### src/rtl/fsm_lock_core.sv
// Password lock: i_CE tick divider, synchronised digit entry, code check, fail/lockout timing.
// Optional CODE_PROG_EN: code held in a register and reprogrammable from OPEN via i_prog.
module fsm_lock_core #(
  parameter int DIGIT_W       = 4,
  parameter int CODE_LEN      = 4,
  parameter logic [CODE_LEN*DIGIT_W-1:0] CODE = 16'h1234,
  parameter int DIV           = 5_000_000,
  parameter int OPEN_TICKS    = 6,
  parameter int FAIL_TICKS    = 2,
  parameter int MAX_FAIL      = 3,
  parameter int LOCKOUT_TICKS = 20,
  parameter int TIMEOUT_TICKS = 10
) (
  input  logic                          clk,
  input  logic                          i_Rst,
  input  logic                          i_CE,
  input  logic                          i_set_data,
  input  logic [DIGIT_W-1:0]            iv_data,
`ifdef CODE_PROG_EN
  input  logic                          i_prog,
`endif
  output logic [7:0]                    o_acknowledge,
  output logic                          o_locked,
  output logic                          o_open,
  output logic [$clog2(MAX_FAIL+1)-1:0] ov_fail_cnt
);
  localparam int CW  = CODE_LEN * DIGIT_W;
  localparam int DCW = $clog2(CODE_LEN + 1);
  localparam int FCW = $clog2(MAX_FAIL + 1);
  localparam int DVW = $clog2(DIV);
  localparam int T1  = (OPEN_TICKS > FAIL_TICKS) ? OPEN_TICKS : FAIL_TICKS;
  localparam int T2  = (LOCKOUT_TICKS > TIMEOUT_TICKS) ? LOCKOUT_TICKS : TIMEOUT_TICKS;
  localparam int TW  = $clog2(((T1 > T2) ? T1 : T2) + 1);

  localparam logic [2:0] S_IDLE  = 3'd0;
  localparam logic [2:0] S_ENTRY = 3'd1;
  localparam logic [2:0] S_CHECK = 3'd2;
  localparam logic [2:0] S_OPEN  = 3'd3;
  localparam logic [2:0] S_FAIL  = 3'd4;
  localparam logic [2:0] S_LOCK  = 3'd5;

  logic [2:0]     r_state, w_nstate;
  logic [DVW-1:0] r_div;
  logic [1:0]     r_sync;
  logic           r_sync_d, r_edge;
  logic [TW-1:0]  r_tmr;
  logic [DCW-1:0] r_cnt, w_cnt;
  logic [CW-1:0]  r_digits, w_digits, w_code;
  logic [FCW-1:0] r_fail, w_fail, r_fail_q;
  logic           r_fph, w_tmr_clr, w_pause, w_tick, w_prog_led;
  logic [7:0]     r_ack, w_therm;
  logic           r_locked, r_open;

  assign w_tick = i_CE && (r_div == DVW'(DIV - 1));

  always_ff @(posedge clk) begin
    if (i_Rst) r_div <= '0;
    else if (i_CE) r_div <= w_tick ? '0 : r_div + 1'b1;
  end

  // Two-flop synchroniser plus registered rising-edge detect on the push button
  always_ff @(posedge clk) begin
    if (i_Rst) begin
      r_sync   <= '0;
      r_sync_d <= 1'b0;
      r_edge   <= 1'b0;
    end else begin
      r_sync   <= {r_sync[0], i_set_data};
      r_sync_d <= r_sync[1];
      r_edge   <= r_sync[1] & ~r_sync_d;
    end
  end

`ifdef CODE_PROG_EN
  logic [CW-1:0]  r_code, r_stage, w_stage;
  logic [DCW-1:0] r_pcnt, w_pcnt;
  logic           r_prog, w_prog_set, w_code_wr;
  assign w_code     = r_code;
  assign w_prog_led = r_prog;
`else
  assign w_code     = CODE;
  assign w_prog_led = 1'b0;
`endif

  always_comb begin
    w_nstate  = r_state;
    w_digits  = r_digits;
    w_cnt     = r_cnt;
    w_fail    = r_fail;
    w_tmr_clr = 1'b0;
    w_pause   = 1'b0;
`ifdef CODE_PROG_EN
    w_stage    = r_stage;
    w_pcnt     = r_pcnt;
    w_prog_set = 1'b0;
    w_code_wr  = 1'b0;
`endif
    case (r_state)
      S_IDLE: if (r_edge) begin
        w_digits = (r_digits << DIGIT_W) | CW'(iv_data);
        w_cnt    = DCW'(1);
        w_nstate = (CODE_LEN == 1) ? S_CHECK : S_ENTRY;
      end
      S_ENTRY: begin
        // A full register waits one cycle here so the last thermometer step is shown
        if (r_cnt == DCW'(CODE_LEN)) w_nstate = S_CHECK;
        else if (r_edge) begin
          w_digits  = (r_digits << DIGIT_W) | CW'(iv_data);
          w_cnt     = r_cnt + 1'b1;
          w_tmr_clr = 1'b1;
        end else if (w_tick && r_tmr == TW'(TIMEOUT_TICKS - 1)) begin
          w_digits = '0;
          w_cnt    = '0;
          w_nstate = S_IDLE;
        end
      end
      S_CHECK: begin
        w_digits = '0;
        w_cnt    = '0;
        if (r_digits == w_code) begin
          w_fail   = '0;
          w_nstate = S_OPEN;
        end else begin
          w_fail   = r_fail + 1'b1;
          w_nstate = (w_fail == FCW'(MAX_FAIL)) ? S_LOCK : S_FAIL;
        end
      end
      S_OPEN: begin
`ifdef CODE_PROG_EN
        if (r_prog) begin
          w_pause = 1'b1;
          if (r_edge) begin
            w_stage = (r_stage << DIGIT_W) | CW'(iv_data);
            w_pcnt  = r_pcnt + 1'b1;
            if (r_pcnt == DCW'(CODE_LEN - 1)) begin
              w_code_wr = 1'b1;
              w_nstate  = S_IDLE;
            end
          end
        end else if (i_prog) begin
          w_pause    = 1'b1;
          w_prog_set = 1'b1;
        end else
`endif
        if (w_tick && r_tmr == TW'(OPEN_TICKS - 1)) w_nstate = S_IDLE;
      end
      S_FAIL: if (w_tick && r_tmr == TW'(FAIL_TICKS - 1)) w_nstate = S_IDLE;
      S_LOCK: if (w_tick && r_tmr == TW'(LOCKOUT_TICKS - 1)) begin
        w_fail   = '0;
        w_nstate = S_IDLE;
      end
      default: w_nstate = S_IDLE;
    endcase
  end

  always_comb begin
    w_therm = '0;
    for (int i = 0; i < 8; i++) w_therm[i] = (int'(r_cnt) > i);
  end

  always_ff @(posedge clk) begin
    if (i_Rst) begin
      r_state  <= S_IDLE;
      r_digits <= '0;
      r_cnt    <= '0;
      r_fail   <= '0;
      r_tmr    <= '0;
      r_fph    <= 1'b0;
      r_ack    <= 8'h00;
      r_locked <= 1'b0;
      r_open   <= 1'b0;
      r_fail_q <= '0;
    end else begin
      r_state  <= w_nstate;
      r_digits <= w_digits;
      r_cnt    <= w_cnt;
      r_fail   <= w_fail;
      if (w_nstate != r_state || w_tmr_clr) r_tmr <= '0;
      else if (w_tick && !w_pause) r_tmr <= r_tmr + 1'b1;
      if (w_nstate != r_state) r_fph <= 1'b0;
      else if (r_state == S_FAIL && w_tick) r_fph <= ~r_fph;
      // Status outputs trail the state register by one cycle
      r_locked <= (r_state == S_LOCK);
      r_open   <= (r_state == S_OPEN);
      r_fail_q <= r_fail;
      case (r_state)
        S_IDLE:  r_ack <= 8'h00;
        S_ENTRY: r_ack <= w_therm;
        S_CHECK: r_ack <= r_ack;
        S_OPEN:  r_ack <= w_prog_led ? 8'h3C : 8'hFF;
        S_FAIL:  r_ack <= r_fph ? 8'h55 : 8'hAA;
        S_LOCK:  r_ack <= 8'hF0;
        default: r_ack <= 8'h00;
      endcase
    end
  end

`ifdef CODE_PROG_EN
  always_ff @(posedge clk) begin
    if (i_Rst) begin
      r_code  <= CODE;
      r_stage <= '0;
      r_pcnt  <= '0;
      r_prog  <= 1'b0;
    end else begin
      r_stage <= w_prog_set ? '0 : w_stage;
      r_pcnt  <= w_prog_set ? '0 : w_pcnt;
      if (w_code_wr) r_code <= w_stage;
      if (w_prog_set) r_prog <= 1'b1;
      else if (w_nstate != r_state) r_prog <= 1'b0;
    end
  end
`endif

  assign o_acknowledge = r_ack;
  assign o_locked      = r_locked;
  assign o_open        = r_open;
  assign ov_fail_cnt   = r_fail_q;
endmodule
### config.mk
export PLATFORM = sky130hd
export DESIGN_NAME = fsm_lock_core
export DESIGN_NICKNAME = d
export VERILOG_FILES = /design/src/rtl/fsm_lock_core.sv
export SDC_FILE = /design/constraint.sdc
export NUM_CORES = 1
export LEC_CHECK = 0
export CAP_MARGIN = 20
export CORE_AREA = 8 8 107 109
export DETAILED_ROUTE_END_ITERATION = 12
export DIE_AREA = 0 0 115 117
export PLACE_DENSITY_LB_ADDON = 0.12
export SLEW_MARGIN = 20
export SYNTH_ARGS = -nofsm -noshare
export SYNTH_HDL_FRONTEND = slang
export SYNTH_SLANG_ARGS = --single-unit
### constraint.sdc
create_clock -name clk -period 6.6 [get_ports clk]
set_input_delay 1.32 -clock clk [delete_from_list [all_inputs] [get_ports clk]]
set_output_delay 1.32 -clock clk [all_outputs]
set_load 0.01 [all_outputs]
==> results.toml <==
[pwr]
proportion_of_total_power_due_to_net_switching_pct = 23.1
vdd_drop_max_mv = 0.0764
p_seq_share_pct = 56.6
pwr_density_cell_nw_per_um2 = 201
net-switching-power_uw = 172
power_leakage_nw = 1.21
power.internal_uw = 575
power_frac_comb_pct = 3.9
power.total_uw = 748
clock_network_power_share_pct = 39.5

[critical_path]
crit_path_start_kind = "primary input"
critical_path_arrival_ns = 4.44
timing.critical_path.slowest_cell_delay_ns = 0.66
path_max_fanout = 36
crit_path_top_delay_cell = "clkdlybuf4s50_1"
worst-endpoint-required_ns = 6.87
timing.critical_path.cells = "clkdlybuf4s50_1 > nand3_1 > or4_4 > nor3_4 > a41oi_4 > a211o_1 > a21oi_1"
timing.critical_path.from = "i_CE"
r2r_start = "r_div[0]"
cp-end-kind = "flip-flop"
critPathKind = "primary input to flip-flop"
crit_family = "simple AND/OR/NAND/NOR gates"
buf_inv_on_cp = 1
path_depth = 7
worst-r2r-cell-count = 7

[cts]
post-cts-setup-buffer-count = 0
cts.root.buffer_cell = "clkbuf_8"
cts_tree = "yes"
worst_setup_hold_path_clk_slew_ns = 0.07
clock_tree.buffer_depth = 2
ctsResizeCount = 0
cts-hold-fix-buffers = 0
tritoncts_num_sinks = 69
clock_insertion_delay_worst_skew_ns = 0.34
cts-htree-levels = 3
cts_buffers = 9

[route]
post_drt_via_cell_ratio = 4.89
detailedRoute.firstIterationViolations = 100
via_count = 2653
antenna_left = 0
drcViolationCount = 0
totalWireLength_mm = 7.25
routedWlPerCell_um = 13.4
drtPass1Iterations = 4

[sta]
unrepaired_setup_endpoints_after_global_routing = "no"
hold_viol_final = 0
maxSlewHeadroom_pct = 41.6
timing.final.crit_share_pct = 63.0
drv_slew = 0
tns_ns = 0
setup_viol = 0
fmax_mhz = 240
slew_worst_pin_ns = 0.873
finalHoldWorstSlack_ns = 0.383
post-route-worst-setup-slack_ns = 2.44
fin_worst_skew_ns = 0.0107
fin_crit_period_ns = 4.16

[placement]
dp_hpwl_mm = 4.85
io_buffer_count = 19
number_of_cells_after_detailed_placement = 527
dpl_worst_slack_ns = 2.06
place_area_um2 = 3560
globalplace.congestion = 0.751

[floorplanning]
die_h_um = 117
design.core.area_um2 = 9910
design.portCount = 20
row_count = 37
die-area_um2 = 13500
floorplan.die.width_um = 115
start_util_pct = 32.9

[flow_run]
maxCapViolCount = 0

[cells_and_area]
drive_gt1_share_pct = 5.67
antenna_cells = 0
final_design_area_no_fill_um2 = 3710
finish.utilization_pct = 37.5
area_delta_synth_final_pct = 13.9
stdcell_count = 542
final_common_cell = "dfxtp_1"
nNetsFinal = 418
layout_common_cells = "dfxtp_1, nor2_1, nand2_1, o21ai_0, a21oi_1"

[grt]
grt_antenna_before_repair = 0
gr-usage-all-layers_pct = 11.7
globalRoute.totalOverflow = 0
grt_first_pass_wirelength_mm = 12.5
grt_pass1_vias = 2520
grt_max_degree = 43

[yosys]
post_synthesis_mean_instance_area_um2 = 8.39
post_synth_num_cell_types = 53
netlist_instances = 389
synthesized_cell_area_um2 = 3260
synth_seq_cells = 69
postSynthNetCount = 405
main_synth_ff_type = "dfxtp_1"
yosysWarningCount = 0
synth_async_sr_flop_share_pct = 0
seq_area_frac_synth_pct = 42.3
synth_edf_count = 0

[hold_path]
min-delay-start = "r_sync_d"
hold-path-cell-count = 1
min-delay-path-class = "flip-flop to flip-flop"

[run_status]
status = "finished, final reports clean"
==> final timing paths <==
| kind | to | slack [ns] |
|---|---|---|
| setup reg to reg | r_cnt[0] | 3.46 |
| hold reg to reg | r_edge | 0.38 |
| setup / recovery | r_cnt[0] | 2.44 |
| hold / removal | r_edge | 0.38 |
==> sequential cells by signal, indices dropped and copies added (netlist names), 2 cells and up <==
register       flops
o_acknowledge      8
ov_fail_cnt        2
r_cnt              3
r_digits          16
r_div             23
r_fail             2
r_state            3
r_sync             2
r_tmr              5
==> cells by family after synthesis <==
| group | after synthesis | synth area share [%] |
|---|---|---|
| compound gates | 69 | 13.6 |
| mux | 1 | 0.307 |
| flops | 69 | 42.3 |
| simple gates | 188 | 30.5 |
| fa+ha+maj | 8 | 3.07 |
| buf+inv | 30 | 3.76 |
| xor+xnor | 24 | 6.44 |
==> Yosys cell counts (2+ instances only) <==
library cell / instances / area share, %
a211o_1: 2 / 0.54
a211oi_1: 3 / 0.69
a21oi_1: 20 / 3.1
a311oi_1: 2 / 0.54
a31oi_1: 4 / 0.77
a32oi_1: 2 / 0.54
and3_1: 3 / 0.58
buf_2: 2 / 0.31
buf_4: 2 / 0.46
clkbuf_1: 14 / 1.6
dfxtp_1: 69 / 42
ha_1: 8 / 3.1
inv_1: 10 / 1.2
nand2_1: 38 / 4.4
nand2b_1: 2 / 0.38
nand3_1: 7 / 1.1
nand3b_1: 18 / 4.1
nand4_1: 12 / 2.3
nor2_1: 59 / 6.8
nor2b_1: 10 / 1.9
nor3_1: 10 / 1.5
nor3b_1: 5 / 1.2
nor4_1: 3 / 0.58
nor4b_1: 6 / 1.6
nor4bb_1: 2 / 0.61
o21ai_0: 22 / 3.4
o21bai_1: 3 / 0.69
or3_1: 4 / 0.77
xnor2_1: 10 / 2.7
xor2_1: 14 / 3.8
==> final cells by class <==
cell class	instances	area, um^2
clock buffers	13	149
clock inverters	2	10.0
fillers	1056	6190
inverters	11	41.3
multi-input cells	290	1760
flip-flops and latches	69	1380
well taps	136	170
repair buffers	21	205
==> power groups by stage <==
| stage | combinational, mW | sequential, mW | clock [mW] |
|---|---|---|---|
| after floorplan | 0.0213 | 0.431 | 0 |
| after global placement | 0.0300 | 0.433 | 0 |
| after detailed placement | 0.0297 | 0.433 | 0 |
| after CTS | 0.0299 | 0.423 | 0.309 |
| after global routing | 0.0334 | 0.424 | 0.329 |
| final | 0.0295 | 0.423 | 0.295 |
==> per-layer routing <==
metal / GRT usage (%) / vias to the layer above / share of wire, %
met5: 0 / - / 0
met4: 6.39 / 0 / 0.87
met3: 3.39 / 4 / 4.2
met2: 16.0 / 35 / 42
met1: 16.2 / 1226 / 52
li1: - / 1388 / -
Power figures use the tool's default switching activity.
